**src/rtl/sdram_rd_uart_tx_pkg.sv**
```systemverilog
// rtl/sdram_rd_uart_tx_pkg.sv - shared rates, baud divider derivation and FSM encodings
package sdram_rd_uart_tx_pkg;

  localparam int DEF_CLK_FREQ  = 50_000_000;
  localparam int DEF_BAUD_RATE = 115_200;

  // Clocks per serial bit; integer division, caller guarantees a result >= 2.
  function automatic int baud_div(input int clk_freq, input int baud_rate);
    return clk_freq / baud_rate;
  endfunction

  // Word-level sequencing: SEND covers the START/DATA/STOP span of both bytes.
  typedef enum logic [1:0] {
    W_IDLE  = 2'd0,
    W_FETCH = 2'd1,
    W_LATCH = 2'd2,
    W_SEND  = 2'd3
  } word_state_e;

  // Byte serializer states.
  typedef enum logic [1:0] {
    B_IDLE  = 2'd0,
    B_START = 2'd1,
    B_DATA  = 2'd2,
    B_STOP  = 2'd3
  } byte_state_e;

endpackage

```
**src/rtl/sdram_rd_uart_tx_if.sv**
```systemverilog
// rtl/sdram_rd_uart_tx_if.sv - SDRAM read-side FIFO port
interface sdram_rd_uart_tx_if;
  logic        r_fifo_rclk;
  logic        r_fifo_rreq;
  logic [15:0] sys_r_data;
  logic [10:0] r_fifo_rusedw;

  modport master (
    output r_fifo_rclk,
    output r_fifo_rreq,
    input  sys_r_data,
    input  r_fifo_rusedw
  );

  modport slave (
    input  r_fifo_rclk,
    input  r_fifo_rreq,
    output sys_r_data,
    output r_fifo_rusedw
  );
endinterface

```
**src/rtl/sdram_rd_uart_tx_uart_tx_byte.sv**
```systemverilog
// rtl/sdram_rd_uart_tx_uart_tx_byte.sv - 8N1 byte serializer with back-to-back restart
module uart_tx_byte
  import sdram_rd_uart_tx_pkg::*;
#(
  parameter int BAUD_DIV = 434
) (
  input  logic       clk,
  input  logic       rst_n,
  input  logic       i_start,
  input  logic [7:0] i_din,
  output logic       o_busy,
  output logic       o_done,
  output logic       o_done_next,
  output logic       o_tx
);

  localparam int CW = (BAUD_DIV > 1) ? $clog2(BAUD_DIV) : 1;
  localparam logic [CW-1:0] BAUD_LAST = CW'(BAUD_DIV - 1);
  localparam logic [CW-1:0] BAUD_PRE  = CW'(BAUD_DIV - 2);

  byte_state_e   r_state;
  byte_state_e   w_next;
  logic [CW-1:0] r_baud_cnt;
  logic [2:0]    r_bit_cnt;
  logic [7:0]    r_shift;
  logic          r_tx;
  logic          w_bit_end;
  logic          w_load;

  assign w_bit_end = (r_baud_cnt == BAUD_LAST);
  // A start during the last stop cycle chains the next byte with no idle gap.
  assign w_load    = i_start && ((r_state == B_IDLE) || ((r_state == B_STOP) && w_bit_end));

  // State register
  always_ff @(posedge clk or negedge rst_n) begin
    if (!rst_n) r_state <= B_IDLE;
    else        r_state <= w_next;
  end

  // Next-state: advance at bit boundaries, leave DATA after bit 7
  always_comb begin
    w_next = r_state;
    case (r_state)
      B_IDLE:  if (i_start) w_next = B_START;
      B_START: if (w_bit_end) w_next = B_DATA;
      B_DATA:  if (w_bit_end && (r_bit_cnt == 3'd7)) w_next = B_STOP;
      B_STOP:  if (w_bit_end) w_next = i_start ? B_START : B_IDLE;
      default: w_next = B_IDLE;
    endcase
  end

  // Baud/bit counters, shift register and registered line driver
  always_ff @(posedge clk or negedge rst_n) begin
    if (!rst_n) begin
      r_baud_cnt <= '0;
      r_bit_cnt  <= '0;
      r_shift    <= '0;
      r_tx       <= 1'b1;
    end else begin
      if ((r_state == B_IDLE) || w_bit_end) r_baud_cnt <= '0;
      else                                  r_baud_cnt <= r_baud_cnt + 1'b1;

      if (w_load) begin
        r_shift   <= i_din;
        r_bit_cnt <= '0;
        r_tx      <= 1'b0;
      end else if ((r_state == B_START) && w_bit_end) begin
        r_tx <= r_shift[0];
      end else if ((r_state == B_DATA) && w_bit_end) begin
        if (r_bit_cnt == 3'd7) begin
          r_tx <= 1'b1;
        end else begin
          r_tx      <= r_shift[1];
          r_shift   <= {1'b0, r_shift[7:1]};
          r_bit_cnt <= r_bit_cnt + 3'd1;
        end
      end
    end
  end

  assign o_busy      = (r_state != B_IDLE);
  assign o_done      = (r_state == B_STOP) && w_bit_end;
  assign o_done_next = (r_state == B_STOP) && (r_baud_cnt == BAUD_PRE);
  assign o_tx        = r_tx;

endmodule

```
**src/rtl/sdram_rd_uart_tx.sv**
```systemverilog
// rtl/sdram_rd_uart_tx.sv - drains 16-bit FIFO words and sends them as two UART bytes, low first
module sdram_rd_uart_tx
  import sdram_rd_uart_tx_pkg::*;
#(
  parameter int CLK_FREQ  = DEF_CLK_FREQ,
  parameter int BAUD_RATE = DEF_BAUD_RATE,
  parameter int BAUD_DIV  = baud_div(CLK_FREQ, BAUD_RATE)
) (
  input  logic                      clk,
  input  logic                      rst_n,
  input  logic                      tx_en,
  sdram_rd_uart_tx_if.master        fifo,
  output logic                      uart_tx,
  output logic                      tx_busy,
  output logic                      word_done
);

  word_state_e r_state;
  word_state_e w_next;
  logic [7:0]  r_word_hi;
  logic        r_byte_sel;
  logic        r_rreq;
  logic        r_busy;
  logic        r_word_done;
  logic        w_start;
  logic [7:0]  w_din;
  logic        w_byte_busy;
  logic        w_byte_done;
  logic        w_byte_done_next;

  assign fifo.r_fifo_rclk = clk;

  // Low byte goes straight from the FIFO output during LATCH; high byte from the held word.
  assign w_start = (r_state == W_LATCH) ||
                   ((r_state == W_SEND) && w_byte_done && !r_byte_sel);
  assign w_din   = (r_state == W_LATCH) ? fifo.sys_r_data[7:0] : r_word_hi;

  // State register
  always_ff @(posedge clk or negedge rst_n) begin
    if (!rst_n) r_state <= W_IDLE;
    else        r_state <= w_next;
  end

  // Next-state: one read in flight, return to IDLE after the high byte's stop bit
  always_comb begin
    w_next = r_state;
    case (r_state)
      W_IDLE:  if (tx_en && (fifo.r_fifo_rusedw != 11'd0) && !w_byte_busy) w_next = W_FETCH;
      W_FETCH: w_next = W_LATCH;
      W_LATCH: w_next = W_SEND;
      W_SEND:  if (w_byte_done && r_byte_sel) w_next = W_IDLE;
      default: w_next = W_IDLE;
    endcase
  end

  // Word register, byte select and registered status outputs
  always_ff @(posedge clk or negedge rst_n) begin
    if (!rst_n) begin
      r_word_hi   <= '0;
      r_byte_sel  <= 1'b0;
      r_rreq      <= 1'b0;
      r_busy      <= 1'b0;
      r_word_done <= 1'b0;
    end else begin
      if (r_state == W_LATCH) begin
        r_word_hi  <= fifo.sys_r_data[15:8];
        r_byte_sel <= 1'b0;
      end else if ((r_state == W_SEND) && w_byte_done && !r_byte_sel) begin
        r_byte_sel <= 1'b1;
      end
      r_rreq      <= (w_next == W_FETCH);
      r_busy      <= (w_next != W_IDLE);
      r_word_done <= (r_state == W_SEND) && r_byte_sel && w_byte_done_next;
    end
  end

  uart_tx_byte #(
    .BAUD_DIV (BAUD_DIV)
  ) u_tx_byte (
    .clk         (clk),
    .rst_n       (rst_n),
    .i_start     (w_start),
    .i_din       (w_din),
    .o_busy      (w_byte_busy),
    .o_done      (w_byte_done),
    .o_done_next (w_byte_done_next),
    .o_tx        (uart_tx)
  );

  assign fifo.r_fifo_rreq = r_rreq;
  assign tx_busy          = r_busy;
  assign word_done        = r_word_done;

endmodule

```
**src/flat_wrapper.sv**
```systemverilog
// flat-port wrapper written by rule: the top's interface ports become plain ports
module sdram_rd_uart_tx_flat import sdram_rd_uart_tx_pkg::*;
#(
  parameter int CLK_FREQ  = DEF_CLK_FREQ,
  parameter int BAUD_RATE = DEF_BAUD_RATE,
  parameter int BAUD_DIV  = baud_div(CLK_FREQ, BAUD_RATE)
)
  (clk, rst_n, tx_en, uart_tx, tx_busy, word_done, fifo_r_fifo_rclk, fifo_r_fifo_rreq, fifo_sys_r_data, fifo_r_fifo_rusedw);
  sdram_rd_uart_tx_if fifo_i ();
  input  logic clk;
  input  logic rst_n;
  input  logic tx_en;
  output logic uart_tx;
  output logic tx_busy;
  output logic word_done;
  output wire logic [$bits(fifo_i.r_fifo_rclk)-1:0] fifo_r_fifo_rclk;
  output wire logic [$bits(fifo_i.r_fifo_rreq)-1:0] fifo_r_fifo_rreq;
  input wire logic [$bits(fifo_i.sys_r_data)-1:0] fifo_sys_r_data;
  input wire logic [$bits(fifo_i.r_fifo_rusedw)-1:0] fifo_r_fifo_rusedw;
  assign fifo_r_fifo_rclk = fifo_i.r_fifo_rclk;
  assign fifo_r_fifo_rreq = fifo_i.r_fifo_rreq;
  assign fifo_i.sys_r_data = fifo_sys_r_data;
  assign fifo_i.r_fifo_rusedw = fifo_r_fifo_rusedw;
  sdram_rd_uart_tx #(.CLK_FREQ(CLK_FREQ), .BAUD_RATE(BAUD_RATE), .BAUD_DIV(BAUD_DIV)) u_core (.clk(clk), .rst_n(rst_n), .tx_en(tx_en), .fifo(fifo_i), .uart_tx(uart_tx), .tx_busy(tx_busy), .word_done(word_done));
endmodule
```
**config.mk**
```make
export PLATFORM = sky130hd
export DESIGN_NAME = sdram_rd_uart_tx_flat
export DESIGN_NICKNAME = d
export VERILOG_FILES = /design/src/rtl/sdram_rd_uart_tx_pkg.sv /design/src/rtl/sdram_rd_uart_tx_if.sv /design/src/rtl/sdram_rd_uart_tx_uart_tx_byte.sv /design/src/rtl/sdram_rd_uart_tx.sv /design/src/flat_wrapper.sv
export SDC_FILE = /design/constraint.sdc
export NUM_CORES = 1
export LEC_CHECK = 0
export CAP_MARGIN = 30
export CORE_MARGIN = 2
export CORE_UTILIZATION = 50
export CTS_BUF_LIST = sky130_fd_sc_hd__clkbuf_4 sky130_fd_sc_hd__clkbuf_8
export DETAILED_ROUTE_END_ITERATION = 8
export MAX_ROUTING_LAYER = met4
export PLACE_DENSITY = 0.77
export SETUP_SLACK_MARGIN = 0.4
export SYNTH_ARGS = -nofsm -noshare
export SYNTH_HDL_FRONTEND = slang
export SYNTH_SLANG_ARGS = --single-unit
```
**constraint.sdc**
```tcl
create_clock -name clk -period 5.05 [get_ports clk]
set_input_delay 0.505 -clock clk [delete_from_list [all_inputs] [get_ports clk]]
set_output_delay 0.505 -clock clk [all_outputs]
set_load 0.02 [all_outputs]
```
==> results of run 1 <==
==> power groups by stage <==
| stage | logic, mW | clock network (mW) | registers (mW) |
|---|---|---|---|
| after floorplan | 0.152 | 0.0231 | 0.374 |
| after global placement | 0.204 | 0.0266 | 0.380 |
| after global routing | 0.250 | 0.321 | 0.387 |
| final | 0.223 | 0.297 | 0.381 |
| after CTS | 0.221 | 0.304 | 0.380 |
| after detailed placement | 0.219 | 0.0266 | 0.385 |
==> routing by layer <==
layer / up-vias / global-route usage, % / share of wire (%)
met5: - / - / 0
met4: 0 / 10.7 / 2.3
met3: 9 / 5.82 / 2.7
met2: 16 / 34.1 / 51
met1: 645 / 25.0 / 44
li1: 654 / - / -
==> final cells by class <==
class	count	area, um2	share of cell area, %
clock buffers	11	141	5.91
inverters	6	22.5	0.942
multi-input cells	117	895	37.4
flip-flops and latches	37	927	38.8
well taps	48	60.1	2.51
repair buffers	35	345	14.4
==> per-stage QoR <==
stage          utilization, %  total power [mW]  hold WS, ps  area (um2)
3_3_place_gp             61.7             0.610          467        2260
3_5_place_dp             61.7             0.631          477        2260
4_1_cts                  65.3             0.905          492        2390
6_report                 65.3             0.902          488        2390
2_1_floorplan               -             0.549          209        1900
5_1_grt                  65.3             0.958          504        2390
==> worst max-delay path: stages <==
cell and delay [ps]:
clkbuf_8 110, clkbuf_8 120, clkdlybuf4s50_1 520
==> registers in the layout (all words and copies together), names as in the netlist <==
signal                       count
u_core.u_tx_byte.r_shift         8
u_core.r_word_hi                 8
u_core.u_tx_byte.o_tx            1
u_core.fifo.r_fifo_rreq          1
u_core.u_tx_byte.r_bit_cnt       3
u_core.u_tx_byte.r_baud_cnt      9
u_core.r_state                   2
u_core.r_byte_sel                1
u_core.u_tx_byte.r_state         2
u_core.word_done                 1
u_core.tx_busy                   1
==> cell families (layout without fill, tap and decap cells) <==
group | Yosys count | in the layout | synth area share [%]
compound gates | 12 | 12 | 4.49
fa+ha+maj | 9 | 9 | 5.94
xor+xnor | 8 | 8 | 3.70
mux | 35 | 35 | 19.1
simple gates | 53 | 53 | 13.9
buf+inv | 13 | 52 | 3.89
flops | 37 | 37 | 48.9
==> path summary, 6_finish.rpt <==
| path | cells past startpoint | slack [ps] | startpoint | endpoint |
|---|---|---|---|---|
| max | 3 | 1270 | clk | fifo_r_fifo_rclk |
| min | 1 | 490 | u_core.r_word_hi[2] | u_core.r_word_hi[2] |
| max reg2reg | 7 | 2890 | u_core.u_tx_byte.r_baud_cnt[1] | u_core.u_tx_byte.r_shift[4] |
| min reg2reg | 1 | 490 | u_core.r_word_hi[2] | u_core.r_word_hi[2] |
| max in group asynchronous | 2 | 4160 | rst_n | u_core.u_tx_byte.o_tx |
| min in group asynchronous | 2 | 540 | rst_n | u_core.r_word_hi[7] |
==> cell usage in the layout, fill, tap and decap left out, drive strengths merged <==
cell	count
a211o	1
buf	2
a31oi	3
inv	6
mux2	10
nor2	23
o21ai	2
and3b	1
dfstp	1
mux2i	25
and3	1
a21oi	3
ha	9
and4bb	1
a221o	1
clkbuf	10
nand4	2
nor3	3
nor4	3
xor2	3
a21o	1
clkdlybuf4s50	34
and2	1
nand2	5
and4b	1
or2	2
xnor2	5
dfrtp	36
nor2b	2
nand2b	1
o21a	1
nand3	7
==> synthesized netlist by cell type (2+ instances only) <==
cell type / count
buf_4: 2
or2_1: 2
nor2b_1: 2
nor2_1: 22
xnor2_1: 5
mux2_1: 9
buf_2: 2
ha_1: 9
nor4_1: 3
buf_6: 2
a31oi_1: 3
mux2i_1: 25
a21oi_1: 2
dfrtp_1: 36
xor2_1: 3
nand2_1: 5
nand3_1: 7
nand4_1: 2
inv_1: 6
nor3_1: 3
==> results.md, run 1 <==
- Status: complete, no violations
- Critical Path Fanout Max: 2
- CTS Hold Bufs: 0
- Clk pin slew, worst setup/hold paths: 70 ps
- Unique cell type count in the Yosys netlist: 37
- DIE HEIGHT: 65.6 um
- CTS tree: yes
- Gr usage total: 21.4%
- Sequential power share: 42.3%
- Die Area: 4300 um2
- Post-synth top area share: 47.5%
- Startpoint types: clock port
- Mapped Nets: 206
- Total Wirelength: 3.81 mm
- RD Place Congestion: 0.852
- Fraction of layout cells with a size suffix above 1: 8.25%
- DP Wirelength: 2.80 mm
- Syn. warnings: 0
- Fin cells: 254
- Avg Inst Size Synth: 11.4 um2
- Area added between synthesis and finish: 26.1%
- Number of max-cap violations: 0
- Peak VDD IR: 0.264 mV
- Sequential-to-total area share from yosys stat: 48.9%
- Area leader, netlist: dfrtp_1
- Worst Path Required: 4550 ps
- Post-route DRC: 0
- Lkg Pwr: 1.07 nW
- PostCTS Resize Cnt: 0
- Starting density of the core: 51.8%
- Final hold vios: 0
- Share of flip-flops with an asynchronous set or reset: 100%
- Comb power frac: 24.8%
- Die X-Extent: 65.6 um
- Vias per Instance: 5.21
- Vias in the first global route: 1422
- Worst setup EP type: output port
- Placed cells: 244
- Setup Skew: 4.96 ps
- Cell Int Power: 0.620 mW
- Worst relative slew slack: 57.1%
- Antenna diodes: 0
- RSZ-0062 raised after global routing: false
- Antenna violations before repair: 0
- Final Net Count: 245
- WP data arrival: 3270 ps
- Setup-failing EPs final: 0
- Post-CTS setup buffers: 0
- Global-route wire length before repair: 6.56 mm
- Cell Rows: 22
- Filler cells: 284
- Buffers on Ports: 34
- Largest net degree at the start of global routing: 38
- CORE AREA: 3660 um2
- Final setup TNS: 0 ps
- Post-synth EDFFs: 0
- Synthesized cell area: 1900 um2
- Initial DRC count: 62
- Pre-CTS setup slack: 1510 ps
- Sw power: 0.282 mW
- 1st-pass router iterations: 4
- Top cells by area, synth: dfrtp_1, mux2i_1, ha_1
- Worst-Margin Slew: 643 ps
- Worst setup margin: 1270 ps
- Gate Count Post-Synth: 167
- Total gr overflow: 0
- Max-slew violations: 0
- Clk_lat worst skew: 390 ps
- Final ANT Viol Nets: 0
- IO Count: 35
- Power density over the cells: 377 nW/um2
- Hold crit path type: reg2reg
- Via count: 1324
- Dominant synthesized flop cell: dfrtp_1
- Clock share of power: 33.0%
- Seq cells post-synth: 37
- Sw Share: 31.2%
- Worst Setup Path Type: clk2out
- DR WL/cell: 15.0 um
Note: power is estimated with default switching activity, not from simulation.
==> inputs of run 2 (changes only) <==
CORE_UTILIZATION = 49   (was 50)
PLACE_DENSITY = 0.79   (was 0.77)
clock period = 3.2 ns   (was 5.05 ns; I/O delays follow)
==> run 2 against run 1 <==
Against the previous run: cell area is 1.3% higher; highest routed layer unchanged; critical endpoint unchanged; sequential power is 58% higher; utilization is 0.33 points higher; largest power group unchanged.
==> results.md, run 2 (synthesis results as in run 1) <==
- Buffers on Ports: 34
- Max-slew violations: 0
- Fraction of layout cells with a size suffix above 1: 8.70%
- Flop2flop setup slack: 1030 ps
- Critical R2R Launch: u_core.u_tx_byte.r_baud_cnt[1]
- Biggest regs: u_core.u_tx_byte.r_baud_cnt x9, u_core.r_word_hi x8, u_core.u_tx_byte.r_shift x8
- Antenna violations before repair: 0
- Crit path max-delay family: buffers and inverters
- Cell Rows: 22
- Number of max-cap violations: 0
- Peak VDD IR: 0.447 mV
- WP buf/inv: 3
- Most used cell, CP: clkbuf_8
- Sequential power share: 39.9%
- Hold crit path type: in2async
- Crit-path slowest cell: clkdlybuf4s50_1
- DIE HEIGHT: 66.2 um
- CP startpoint: clk
- Final Net Count: 245
- Worst Path Required: 2880 ps
- Top reg by flops: u_core.u_tx_byte.r_baud_cnt
- Clk_lat worst skew: 390 ps
- Worst path max stage delay: 520 ps
- Final ANT Viol Nets: 0
- Clock share of power: 36.9%
- Global-route wire length before repair: 6.53 mm
- Setup-failing EPs final: 0
- CTS Hold Bufs: 0
- Leading cell types in the layout, fill and taps excluded: dfrtp_1, clkdlybuf4s50_1, mux2i_1
- IO Count: 35
- RSZ-0062 raised after global routing: false
- Final instance area: 2420 um2
- Total gr overflow: 0
- Post-route DRC: 0
- WP data arrival: 2350 ps
- Cell Chain, Critical Path: clkbuf_8 > clkbuf_8 > clkdlybuf4s50_1
- DP Area: 2260 um2
- Antenna diodes: 0
- Worst relative slew slack: 57.0%
- Startpoint types: clock port
- Pwr Total: 1.50 mW
- Area added between synthesis and finish: 27.7%
- Total Wirelength: 3.79 mm
- Cell Int Power: 1.06 mW
- Post-CTS setup buffers: 0
- Final setup TNS: 0 ps
- DP Wirelength: 2.80 mm
- Gr usage total: 20.9%
- Final hold vios: 0
- Lkg Pwr: 1.08 nW
- Vias in the first global route: 1423
- Critical Path Fanout Max: 2
- Starting density of the core: 51.4%
- Power density over the cells: 622 nW/um2
- Initial DRC count: 40
- Worst Setup Path Type: clk2out
- Max FFs per register: 9
- DR WL/cell: 14.9 um
- Cells on worst reg2reg path: 7
- Commonest non-fill, non-tap cell in the layout: dfrtp_1
- Worst-Margin Slew: 644 ps
- Worst setup EP type: output port
- Sw power: 0.442 mW
- CORE AREA: 3690 um2
- Die Area: 4380 um2
- Vias per Instance: 5.26
- RD Place Congestion: 0.815
- Setup Skew: 8.48 ps
- Comb power frac: 23.1%
- Status: complete, no violations
- Worst flop-to-flop path endpoint: u_core.u_tx_byte.r_shift[1]
- Sw Share: 29.4%
- Clk pin slew, worst setup/hold paths: 70 ps
- Hold Slack: 336 ps
- Largest net degree at the start of global routing: 38
- 1st-pass router iterations: 4
- Via count: 1342
- Die X-Extent: 66.2 um
- CTS tree: yes
- PostCTS Resize Cnt: 0
## run 2: cell count changes in the layout (fill, tap and decap cells not counted)
cell | previous run | this run
bufinv_16 | 0 | 1
## run 2: how the worst max path moves through the flow
stage	slack, ps	cells after the start	end
after floorplan	1150	1	fifo_r_fifo_rclk
after global routing	520	3	fifo_r_fifo_rclk
after CTS	530	3	fifo_r_fifo_rclk
after detailed placement	770	1	fifo_r_fifo_rclk
final	530	3	fifo_r_fifo_rclk
after global placement	770	1	fifo_r_fifo_rclk
## run 2: final cells by class
class	count	area (um2)
Clock inverter	1	30.0
Timing Repair Buffer	35	345
Multi-Input combinational cell	117	895
Inverter	6	22.5
Sequential cell	37	927
Clock buffer	11	141
Tap cell	48	60.1
Fill cell	291	1270
## run 2: per-layer routing
metal | track usage, % | wire (um) | vias to the layer above
met5 | - | 0 | -
met4 | 9.69 | 78 | 0
met3 | 5.79 | 109 | 9
met2 | 33.0 | 1900 | 17
met1 | 25.0 | 1710 | 662
li1 | - | - | 654
## run 2: power groups by stage
stage	clock network (mW)	registers, mW	logic (mW)
floorplan	0.0365	0.590	0.241
finish	0.556	0.601	0.348
CTS	0.566	0.601	0.348
global placement	0.0420	0.599	0.320
global route	0.590	0.611	0.397
detailed placement	0.0420	0.608	0.341
## run 2: metrics by stage
stage / util [%] / instances / worst slack [ps]
3_3_place_gp: 61.3 / 244 / 772
3_5_place_dp: 61.3 / 244 / 772
5_1_grt: 65.6 / 255 / 515
4_1_cts: 65.6 / 255 / 528
6_report: 65.6 / 255 / 534
2_1_floorplan: - / 167 / 1150
==> inputs of run 3 (changes only) <==
CORE_UTILIZATION = 50   (was 49)
PLACE_DENSITY = 0.77   (was 0.79)
clock period = 2.6 ns   (was 3.2 ns; I/O delays follow)
==> run 3 against run 2 <==
Against the previous run: clock power is 26% higher; via count is 1.2% higher; flip-flop and latch count stayed put; combinational power is 30% higher; cell count stayed put; setup slack worse by 41 ps; largest cell class unchanged; power is 26% higher; critical endpoint unchanged; clock skew is 1.1 ps lower; register-to-register slack worse by 520 ps; utilization is 0.66 points higher; routed wire length is 9.0% higher.
==> results.md, run 3 (synthesis results as in run 1) <==
- Biggest regs: u_core.u_tx_byte.r_baud_cnt x9, u_core.r_word_hi x8, u_core.u_tx_byte.r_shift x8
- Worst Path Required: 2340 ps
- Antenna diodes: 0
- Critical R2R Launch: u_core.u_tx_byte.r_baud_cnt[1]
- Critical Path Fanout Max: 2
- Worst Setup Path Type: clk2out
- Worst-Margin Slew: 499 ps
- Final setup TNS: 0 ps
- Crit-path slowest cell: dlygate4sd2_1
- DR WL/cell: 16.2 um
- Fraction of layout cells with a size suffix above 1: 9.18%
- IO Count: 35
- Status: complete, no violations
- Filler cells: 285
- Gr usage total: 23.3%
- Setup-failing EPs final: 0
- Flop2flop setup slack: 510 ps
- Final worst-path cycle share: 81.0%
- Worst path max stage delay: 310 ps
- Commonest non-fill, non-tap cell in the layout: dfrtp_1
- Vias in the first global route: 1483
- Crit path max-delay family: buffers and inverters
- Most used cell, CP: clkbuf_8
- Vias per Instance: 5.33
- Clk_lat worst skew: 400 ps
- Worst flop-to-flop path endpoint: u_core.tx_busy
- Final Net Count: 245
- Lkg Pwr: 1.08 nW
- Pwr Total: 1.89 mW
- Die X-Extent: 65.6 um
- Hold crit path type: in2async
- CTS tree: yes
- Global-route wire length before repair: 6.87 mm
- CTS Hold Bufs: 0
- Worst relative slew slack: 66.6%
- Total gr overflow: 0
- Total Wirelength: 4.14 mm
- 1st-pass router iterations: 3
- Max FFs per register: 9
- Via count: 1358
- Power density over the cells: 779 nW/um2
- RD Place Congestion: 0.798
- Cell Rows: 22
- Min Tclk post-route: 2110 ps
- Starting density of the core: 51.8%
- Largest net degree at the start of global routing: 38
- Setup Skew: 7.38 ps
- DIE HEIGHT: 65.6 um
- Final ANT Viol Nets: 0
- WP buf/inv: 3
- Fmax achieved: 0.478 GHz
- Cells on worst reg2reg path: 7
- WP data arrival: 1850 ps
- Antenna violations before repair: 0
- CORE AREA: 3660 um2
- Startpoint types: clock port
- Clk pin slew, worst setup/hold paths: 70 ps
- DP Wirelength: 2.89 mm
- Number of max-cap violations: 0
- Die Area: 4300 um2
- RSZ-0062 raised after global routing: false
- Post-route DRC: 0
- Max-slew violations: 0
- Final hold vios: 0
- Top reg by flops: u_core.u_tx_byte.r_baud_cnt
- Worst setup EP type: output port
- Buffers on Ports: 34
- Leading cell types in the layout, fill and taps excluded: dfrtp_1, clkdlybuf4s50_1, mux2i_1
- Area added between synthesis and finish: 28.1%
- Cell Chain, Critical Path: clkbuf_8 > clkbuf_8 > dlygate4sd2_1
- Peak VDD IR: 0.615 mV
- Initial DRC count: 92
[run 3: area by class of cell]
| class | count | area [um2] | share of cell area, % |
|---|---|---|---|
| repair buffers | 35 | 345 | 14.2 |
| inverters | 6 | 22.5 | 0.928 |
| flip-flops and latches | 37 | 927 | 38.2 |
| clock inverters | 1 | 30.0 | 1.24 |
| multi-input cells | 117 | 902 | 37.2 |
| clock buffers | 11 | 140 | 5.77 |
| well taps | 48 | 60.1 | 2.47 |
[run 3: worst max path at each step]
stage	startpoint	endpoint	slack [ps]	cells past startpoint
6_report	clk	fifo_r_fifo_rclk	490	3
5_1_grt	u_core.u_tx_byte.r_baud_cnt[1]	u_core.tx_busy	400	7
2_1_floorplan	u_core.u_tx_byte.r_baud_cnt[0]	u_core.u_tx_byte.r_state[0]	850	7
3_5_place_dp	u_core.u_tx_byte.r_baud_cnt[1]	u_core.u_tx_byte.r_shift[5]	410	7
3_3_place_gp	clk	fifo_r_fifo_rclk	530	1
4_1_cts	u_core.u_tx_byte.r_baud_cnt[1]	u_core.u_tx_byte.r_shift[2]	430	7
[run 3: power breakdown]
part / internal, mW / leakage, nW / switching [mW]
sequential: 0.661 / 0.456 / 0.0775
combinational: 0.203 / 0.538 / 0.249
clock: 0.437 / 0.0887 / 0.263
total: 1.30 / 1.08 / 0.590
[run 3: per-stage QoR]
step                utilization (%)  instance area (um2)  cells  hold slack [ps]  worst slack, ps
floorplan                         -                 1900    167            -35.6              848
global placement               61.7                 2260    244              468              532
detailed placement             61.7                 2260    244              476              413
CTS                            66.2                 2420    255              294              429
global route                   66.3                 2430    255              320              398
finish                         66.3                 2430    255              280              494
[run 3: what timing repair did]
| action | 4_1_cts | 5_1_grt |
|---|---|---|
| resized for setup | 2 | 1 |
| setup endpoints to repair | 4 | 11 |
| setup buffers | 0 | 0 |
| hold endpoints to repair | 0 | 0 |
[run 3: routing by layer]
metal	global-route usage, %	vias to the layer above	part of all wire [%]
met5	-	-	0
met4	19.0	0	5.1
met3	7.71	22	2.9
met2	36.1	26	51
met1	24.1	656	41
li1	-	654	-
